### src/rtl/serial_cpu_8bit.sv
`default_nettype none
// ============================================================================
// Module      : serial_cpu_8bit
// Description : Multi-cycle CPU core running a 16-bit ISA over an 8-bit
//               memory bus. Each instruction is fetched as two bytes
//               (little-endian) and executed one at a time. LOAD/STORE
//               move 16-bit data as two byte transfers.
// Ports       : clk        - clock, rising edge
//               rst_n      - asynchronous reset, active-high
//               enable     - 0 freezes the FSM, registers and outputs
//               start      - launch pulse, honoured in IDLE/HALT
//               i_datain   - instruction byte from memory
//               d_datain   - data byte from memory
//               is_i_addr  - 1: i_addr owns memory, 0: d_addr owns memory
//               i_addr     - instruction byte address {pc, byte_sel}
//               d_addr     - data byte address {ea, byte_sel}
//               d_we       - memory write strobe (data phase only)
//               d_dataout  - byte to write
// Revision    : 1.0 - initial release
// ============================================================================
module serial_cpu_8bit #(
    parameter logic [7:0] DEFAULT_PC_ADDR = 8'd0
) (
    input  logic       clk,
    input  logic       rst_n,
    input  logic       enable,
    input  logic       start,
    input  logic [7:0] i_datain,
    input  logic [7:0] d_datain,
    output logic       is_i_addr,
    output logic [8:0] i_addr,
    output logic [8:0] d_addr,
    output logic       d_we,
    output logic [7:0] d_dataout
);

    localparam logic [2:0] S_IDLE    = 3'd0;
    localparam logic [2:0] S_FETCH_L = 3'd1;
    localparam logic [2:0] S_FETCH_H = 3'd2;
    localparam logic [2:0] S_EXEC    = 3'd3;
    localparam logic [2:0] S_MEM_L   = 3'd4;
    localparam logic [2:0] S_MEM_H   = 3'd5;
    localparam logic [2:0] S_HALT    = 3'd6;

    localparam logic [4:0] OP_HALT  = 5'b00001;
    localparam logic [4:0] OP_LOAD  = 5'b00010;
    localparam logic [4:0] OP_STORE = 5'b00011;
    localparam logic [4:0] OP_SLL   = 5'b00100;
    localparam logic [4:0] OP_SLA   = 5'b00101;
    localparam logic [4:0] OP_SRL   = 5'b00110;
    localparam logic [4:0] OP_SRA   = 5'b00111;
    localparam logic [4:0] OP_ADD   = 5'b01000;
    localparam logic [4:0] OP_ADDI  = 5'b01001;
    localparam logic [4:0] OP_SUB   = 5'b01010;
    localparam logic [4:0] OP_SUBI  = 5'b01011;
    localparam logic [4:0] OP_CMP   = 5'b01100;
    localparam logic [4:0] OP_AND   = 5'b01101;
    localparam logic [4:0] OP_OR    = 5'b01110;
    localparam logic [4:0] OP_XOR   = 5'b01111;
    localparam logic [4:0] OP_LDIH  = 5'b10000;
    localparam logic [4:0] OP_ADDC  = 5'b10001;
    localparam logic [4:0] OP_SUBC  = 5'b10010;
    localparam logic [4:0] OP_SET   = 5'b10011;
    localparam logic [4:0] OP_JUMP  = 5'b11000;
    localparam logic [4:0] OP_JMPR  = 5'b11001;
    localparam logic [4:0] OP_BZ    = 5'b11010;
    localparam logic [4:0] OP_BNZ   = 5'b11011;
    localparam logic [4:0] OP_BN    = 5'b11100;
    localparam logic [4:0] OP_BNN   = 5'b11101;
    localparam logic [4:0] OP_BC    = 5'b11110;
    localparam logic [4:0] OP_BNC   = 5'b11111;

    logic [2:0]  r_state;
    logic [7:0]  r_pc;
    logic [15:0] r_ir;
    logic [15:0] r_gr [8];
    logic        r_zf;
    logic        r_nf;
    logic        r_cf;
    logic [7:0]  r_ld_lo;

    // Instruction fields
    logic [4:0]  w_op;
    logic [2:0]  w_r1;
    logic [2:0]  w_r2;
    logic [2:0]  w_r3;
    logic [7:0]  w_imm;
    logic [3:0]  w_val;
    logic [15:0] w_a;
    logic [15:0] w_b;
    logic [15:0] w_c;
    logic [7:0]  w_ea;
    logic        w_sel;
    logic        w_mem;

    assign w_op  = r_ir[15:11];
    assign w_r1  = r_ir[10:8];
    assign w_r2  = r_ir[6:4];
    assign w_r3  = r_ir[2:0];
    assign w_imm = r_ir[7:0];
    assign w_val = r_ir[3:0];
    // gr0 is never written, so it reads as zero without a special case
    assign w_a   = r_gr[w_r1];
    assign w_b   = r_gr[w_r2];
    assign w_c   = r_gr[w_r3];
    assign w_ea  = w_b[7:0] + {4'd0, w_val};

    // Byte select is the high half of whichever 16-bit transfer is active
    assign w_sel = (r_state == S_FETCH_H) || (r_state == S_MEM_H);
    assign w_mem = (r_state == S_MEM_L) || (r_state == S_MEM_H);

    // Outputs decode straight from held state, so they freeze with enable
    assign is_i_addr = ~w_mem;
    assign i_addr    = {r_pc, w_sel};
    assign d_addr    = {w_ea, w_sel};
    assign d_we      = w_mem && (w_op == OP_STORE);
    assign d_dataout = !d_we ? 8'h00 : (w_sel ? w_a[15:8] : w_a[7:0]);

    // Execute-stage datapath
    logic [16:0] w_sum;
    logic [15:0] w_res;
    logic        w_cout;
    logic        w_wr;
    logic        w_fl;
    logic        w_jmp;
    logic [7:0]  w_tgt;

    always_comb begin
        w_sum  = 17'd0;
        w_res  = 16'd0;
        w_cout = 1'b0;
        w_wr   = 1'b0;
        w_fl   = 1'b0;
        w_jmp  = 1'b0;
        w_tgt  = w_a[7:0] + w_imm;
        case (w_op)
            OP_SLL, OP_SLA: begin w_res = w_b << w_val; w_wr = 1'b1; w_fl = 1'b1; end
            OP_SRL:  begin w_res = w_b >> w_val; w_wr = 1'b1; w_fl = 1'b1; end
            OP_SRA:  begin w_res = $signed(w_b) >>> w_val; w_wr = 1'b1; w_fl = 1'b1; end
            OP_AND:  begin w_res = w_b & w_c; w_wr = 1'b1; w_fl = 1'b1; end
            OP_OR:   begin w_res = w_b | w_c; w_wr = 1'b1; w_fl = 1'b1; end
            OP_XOR:  begin w_res = w_b ^ w_c; w_wr = 1'b1; w_fl = 1'b1; end
            // Subtractions in 17 bits leave the borrow in bit 16
            OP_ADD:  begin w_sum = {1'b0, w_b} + {1'b0, w_c}; w_wr = 1'b1; w_fl = 1'b1; end
            OP_ADDI: begin w_sum = {1'b0, w_a} + {9'd0, w_imm}; w_wr = 1'b1; w_fl = 1'b1; end
            OP_SUB:  begin w_sum = {1'b0, w_b} - {1'b0, w_c}; w_wr = 1'b1; w_fl = 1'b1; end
            OP_SUBI: begin w_sum = {1'b0, w_a} - {9'd0, w_imm}; w_wr = 1'b1; w_fl = 1'b1; end
            OP_CMP:  begin w_sum = {1'b0, w_b} - {1'b0, w_c}; w_fl = 1'b1; end
            OP_LDIH: begin w_sum = {1'b0, w_a} + {1'b0, w_imm, 8'h00}; w_wr = 1'b1; w_fl = 1'b1; end
            OP_ADDC: begin w_sum = {1'b0, w_b} + {1'b0, w_c} + {16'd0, r_cf}; w_wr = 1'b1; w_fl = 1'b1; end
            OP_SUBC: begin w_sum = {1'b0, w_b} - {1'b0, w_c} - {16'd0, r_cf}; w_wr = 1'b1; w_fl = 1'b1; end
            OP_SET:  begin w_res = {8'h00, w_imm}; w_wr = 1'b1; end
            OP_JUMP: begin w_jmp = 1'b1; w_tgt = w_imm; end
            OP_JMPR: w_jmp = 1'b1;
            OP_BZ:   w_jmp = r_zf;
            OP_BNZ:  w_jmp = ~r_zf;
            OP_BN:   w_jmp = r_nf;
            OP_BNN:  w_jmp = ~r_nf;
            OP_BC:   w_jmp = r_cf;
            OP_BNC:  w_jmp = ~r_cf;
            default: ;
        endcase
        if (w_op inside {OP_ADD, OP_ADDI, OP_SUB, OP_SUBI, OP_CMP, OP_LDIH, OP_ADDC, OP_SUBC}) begin
            w_res  = w_sum[15:0];
            w_cout = w_sum[16];
        end
    end

    always_ff @(posedge clk or posedge rst_n) begin
        if (rst_n) begin
            r_state <= S_IDLE;
            r_pc    <= 8'd0;
            r_ir    <= 16'd0;
            r_zf    <= 1'b0;
            r_nf    <= 1'b0;
            r_cf    <= 1'b0;
            r_ld_lo <= 8'd0;
            for (int i = 0; i < 8; i++) begin
                r_gr[i] <= 16'd0;
            end
        end else if (enable) begin
            case (r_state)
                S_IDLE, S_HALT: begin
                    if (start) begin
                        r_pc    <= DEFAULT_PC_ADDR;
                        r_state <= S_FETCH_L;
                    end
                end
                S_FETCH_L: begin
                    r_ir[7:0] <= i_datain;
                    r_state   <= S_FETCH_H;
                end
                S_FETCH_H: begin
                    r_ir[15:8] <= i_datain;
                    r_state    <= S_EXEC;
                end
                S_EXEC: begin
                    if (w_op == OP_HALT) begin
                        r_state <= S_HALT;
                    end else if (w_op == OP_LOAD || w_op == OP_STORE) begin
                        r_state <= S_MEM_L;
                    end else begin
                        if (w_wr && w_r1 != 3'd0) begin
                            r_gr[w_r1] <= w_res;
                        end
                        if (w_fl) begin
                            r_zf <= (w_res == 16'd0);
                            r_nf <= w_res[15];
                            r_cf <= w_cout;
                        end
                        r_pc    <= w_jmp ? w_tgt : r_pc + 8'd1;
                        r_state <= S_FETCH_L;
                    end
                end
                S_MEM_L: begin
                    r_ld_lo <= d_datain;
                    r_state <= S_MEM_H;
                end
                S_MEM_H: begin
                    if (w_op == OP_LOAD && w_r1 != 3'd0) begin
                        r_gr[w_r1] <= {d_datain, r_ld_lo};
                    end
                    r_pc    <= r_pc + 8'd1;
                    r_state <= S_FETCH_L;
                end
                default: r_state <= S_IDLE;
            endcase
        end
    end

endmodule
`default_nettype wire

### config.mk
export PLATFORM = sky130hd
export DESIGN_NAME = serial_cpu_8bit
export DESIGN_NICKNAME = d
export VERILOG_FILES = /design/src/rtl/serial_cpu_8bit.sv
export SDC_FILE = /design/constraint.sdc
export NUM_CORES = 1
export LEC_CHECK = 0
export ABC_AREA = 1
export ABC_CLOCK_PERIOD_IN_PS = 6940
export BUFFER_PORTS_ARGS = -buffer_cell sky130_fd_sc_hd__buf_2
export CORE_ASPECT_RATIO = 1.4
export CORE_MARGIN = 1
export CORE_UTILIZATION = 55
export DETAILED_ROUTE_END_ITERATION = 8
export GPL_TIMING_DRIVEN = 1
export HOLD_SLACK_MARGIN = 0.05
export PLACE_DENSITY_LB_ADDON = 0.1
export SLEW_MARGIN = 0
export SYNTH_ARGS = -nofsm -noshare
export SYNTH_HDL_FRONTEND = slang
export SYNTH_SLANG_ARGS = --single-unit
### constraint.sdc
create_clock -name clk -period 6.94 [get_ports clk]
set_input_delay 1.735 -clock clk [delete_from_list [all_inputs] [get_ports clk]]
set_output_delay 1.735 -clock clk [all_outputs]
set_load 0.02 [all_outputs]
==> run_results.csv <==
group,metric,value,unit
outcome,outcome,"finished, final reports clean",
routing,wl_met3,8170,µm
critical_path,endpoint_kind,"output pin",
synth,syn_area,0.0176,mm²
critical_path,crit_type,"flop to output pin",
sta,drv_slew,0,
place,pre_cts_slack,1750,ps
critical_path,reg2reg_setup_slack,1440,ps
critical_path,rr_startpoint,"r_ir[4]",
synth,seq_area_frac_synth,23.7,%
floorplanning,fp.dieW,153,µm
worst_hold_path,hold_start,"r_gr[126]",
place,io_buffers,47,
cells_and_area,nets,2935,
synth,avgSynthCellArea,6.15,µm²
sta,final.setup.tns,0,ps
synth,yosysUniqueCellTypes,60,
cts,cts.path.max_buffers,2,
global_routing,grt_pass1_vias,19800,
worst_hold_path,whs_endpoint,"r_gr[126]",
routing,avgViaCountPerCell,6.47,
synth,ys_async_sr_fraction,100,%
cts,cts_buffers,17,
cts,htree_num_levels,4,
floorplanning,core,0.0315,mm²
critical_path,cp.arrival,3950,ps
cells_and_area,fillers,3170,
cts,cts_hold_buf,0,
sta,setup_ws,1260,ps
place,gp_congestion,1.09,
cts,clock-sinks,166,
routing,postRouteAntennaNets,0,
cells_and_area,layout.cells.non_filler,3225,
sta,max_freq,176,MHz
critical_path,crit_path_max_fanout,17,
global_routing,grtUsageTotal,47.1,%
routing,top_layer_used,"met5",
cts,clk_pin_slew,70,ps
synth,yosys_warnings,0,
worst_hold_path,hold_depth,0,
sta,finalHoldViolations,0,
routing,first_pass_iters,8,
synth,syn-instance-count,2857,
synth,syn_nets,2976,
sta,fin_crit_sh,81.8,%
routing,wl_met1,26100,µm
cts,cts-resized-gates,0,
cts,cts_setup_buffers,0,
synth,synth-main-ff-cell,"dfrtp_1",
place,dp_cells,3192,
routing,routed_wl,77000,µm
floorplanning,rows,77,
critical_path,cp_data_required_time,5200,ps
routing,dr_total_vias,20900,
cells_and_area,syn_to_final_growth,5.79,%
worst_hold_path,hold_path_class,"flop to flop",
routing,initialDrtViolationCount,2851,
global_routing,grt_antenna_before_repair,2,
floorplanning,fp.dieH,213,µm
sta,relSlewSlack,13.8,%
routing,met2_length,35000,µm
cts,clock_latency,450,ps
job,drv_cap,0,
global_routing,grt_first_pass_wirelength,115000,µm
global_routing,grt_max_degree,83,
cells_and_area,drive_gt1_share,7.74,%
floorplanning,start_util,55.7,%
critical_path,r2r_cells,21,
routing,wire_per_inst,23.9,µm
synth,synth-edff-count,0,
sta,worst_pin_slew,1290,ps
sta,rsz0062_at_grt,"false",
cts,tritoncts,"yes",
floorplanning,pin_count,48,
sta,fin_skew,8.96,ps
cts,cts_root_buffer,"clkbuf_16",
sta,setup_violations,0,
critical_path,start_kind,"flop",
place,dp_hpwl,57700,µm
synth,synth.ff_latch_count,166,
critical_path,rr_endpoint,"r_gr[61]",
global_routing,grt_overflow_total,0,
routing,drc,0,
sta,min_period,5680,ps
floorplanning,fp.dieArea,0.0327,mm²
kinds of logic (layout without fill, tap and decap cells):
| family | Yosys count | in the layout | synth area share [%] |
|---|---|---|---|
| muxes | 5 | 5 | 0.299 |
| and+or+nand+nor | 1413 | 1413 | 35.3 |
| DFF | 166 | 166 | 23.7 |
| buffers and inverters | 515 | 487 | 11.7 |
| AOI/OAI and AO/OA | 636 | 636 | 20.5 |
| other | 0 | 1 | 0 |
| adders and majority gates | 99 | 99 | 7.35 |
| xor gates and xnor gates | 23 | 23 | 1.15 |
registers in the layout, summed over array words and instances, names as in the netlist:
register and flops:
r_pc 8, r_gr 128, r_cf 1, r_ir 16, r_nf 1, r_ld_lo 8, r_state 3, r_zf 1
worst max-delay path: stages (launching register included):
cell and delay [ps]:
dfrtp_1 360, clkinv_1 780, nand3_1 530, nand2_1 160, inv_1 130, ha_1 290, nand2_1 100, nor2_1 60
a211oi_1 340, nor2_1 70, o21ai_0 250, nor3_1 90, xor2_1 140, buf_2 160
per-layer routing:
layer / vias up / global-route usage, %
li1: 9457 / -
met2: 1377 / 77.3
met4: 2 / 43.4
met3: 468 / 10.7
met5: - / 0
met1: 9569 / 51.1
cell type report:
type / count / area [µm²] / area share [%]
antenna: 1 / 2.50 / 0.0135
timing repair buffer: 84 / 526 / 2.83
multi-input combinational: 2176 / 11400 / 61.3
tap: 395 / 494 / 2.66
clock buffer: 18 / 439 / 2.36
clock inverter: 14 / 170 / 0.916
sequential: 166 / 4160 / 22.4
inverter: 371 / 1400 / 7.54
through the flow:
step / instance area, µm² / utilization, % / hold WS [ps]
after floorplan: 17600 / - / 445
after global placement: 18000 / 57.0 / 384
after detailed placement: 18000 / 57.0 / 385
after CTS: 18600 / 59.0 / 401
after global routing: 18600 / 59.0 / 418
final: 18600 / 59.0 / 403
cells in the final DEF, fill, tap and decap left out, types with 18 or more instances in the layout:
cell type  count
dfrtp_1      163
buf_4         36
a21oi_1      169
o21ai_1       28
a221oi_1      19
nor2_2        19
buf_2         47
nor2_1       180
nand3_1      400
o211ai_1      26
nand2_1      705
xor2_1        18
ha_1          92
o21ai_0      262
inv_1        347
o22ai_1       68
nand4_1       32
synthesized netlist by cell type (5+ instances only):
cell,count,area (µm²)
a22oi_1,8,60.1
o22ai_1,68,425
nand3_2,9,90.1
nand2_1,705,2650
or2_2,10,62.6
nand4_1,32,200
o2111ai_1,12,105
o211ai_1,26,195
o21ai_1,28,140
nand2_2,17,106
xnor2_1,5,43.8
buf_2,36,180
ha_1,92,1150
o21bai_1,5,37.5
fa_1,7,140
clkinv_1,6,22.5
a21oi_1,169,846
buf_1,15,56.3
a221oi_1,19,166
o31ai_1,10,75.1
nor2_4,6,67.6
dfrtp_1,166,4150
xor2_1,18,158
nand3_1,400,2000
nor2_2,17,106
inv_1,348,1310
a211oi_1,5,37.5
inv_2,16,60.1
o21ai_0,262,1310
clkbuf_1,75,282
nor2_1,186,698
buf_4,13,97.6
nor3_1,12,60.1
worst max path at each step:
stage,startpoint,end,slack (ps),depth (start not counted)
finish,r_ir[6],d_addr[8],1260,13
CTS,r_ir[6],d_addr[8],1340,13
floorplan,rst_n,r_cf,710,1
detailed placement,r_ir[0],r_gr[45],1750,23
global placement,r_ir[0],r_gr[109],1830,23
global route,r_ir[6],d_addr[8],1160,13
Power is left out: the tool's default activity adds up to more than one toggle a clock period on the data nets, which glitch-free logic cannot reach.
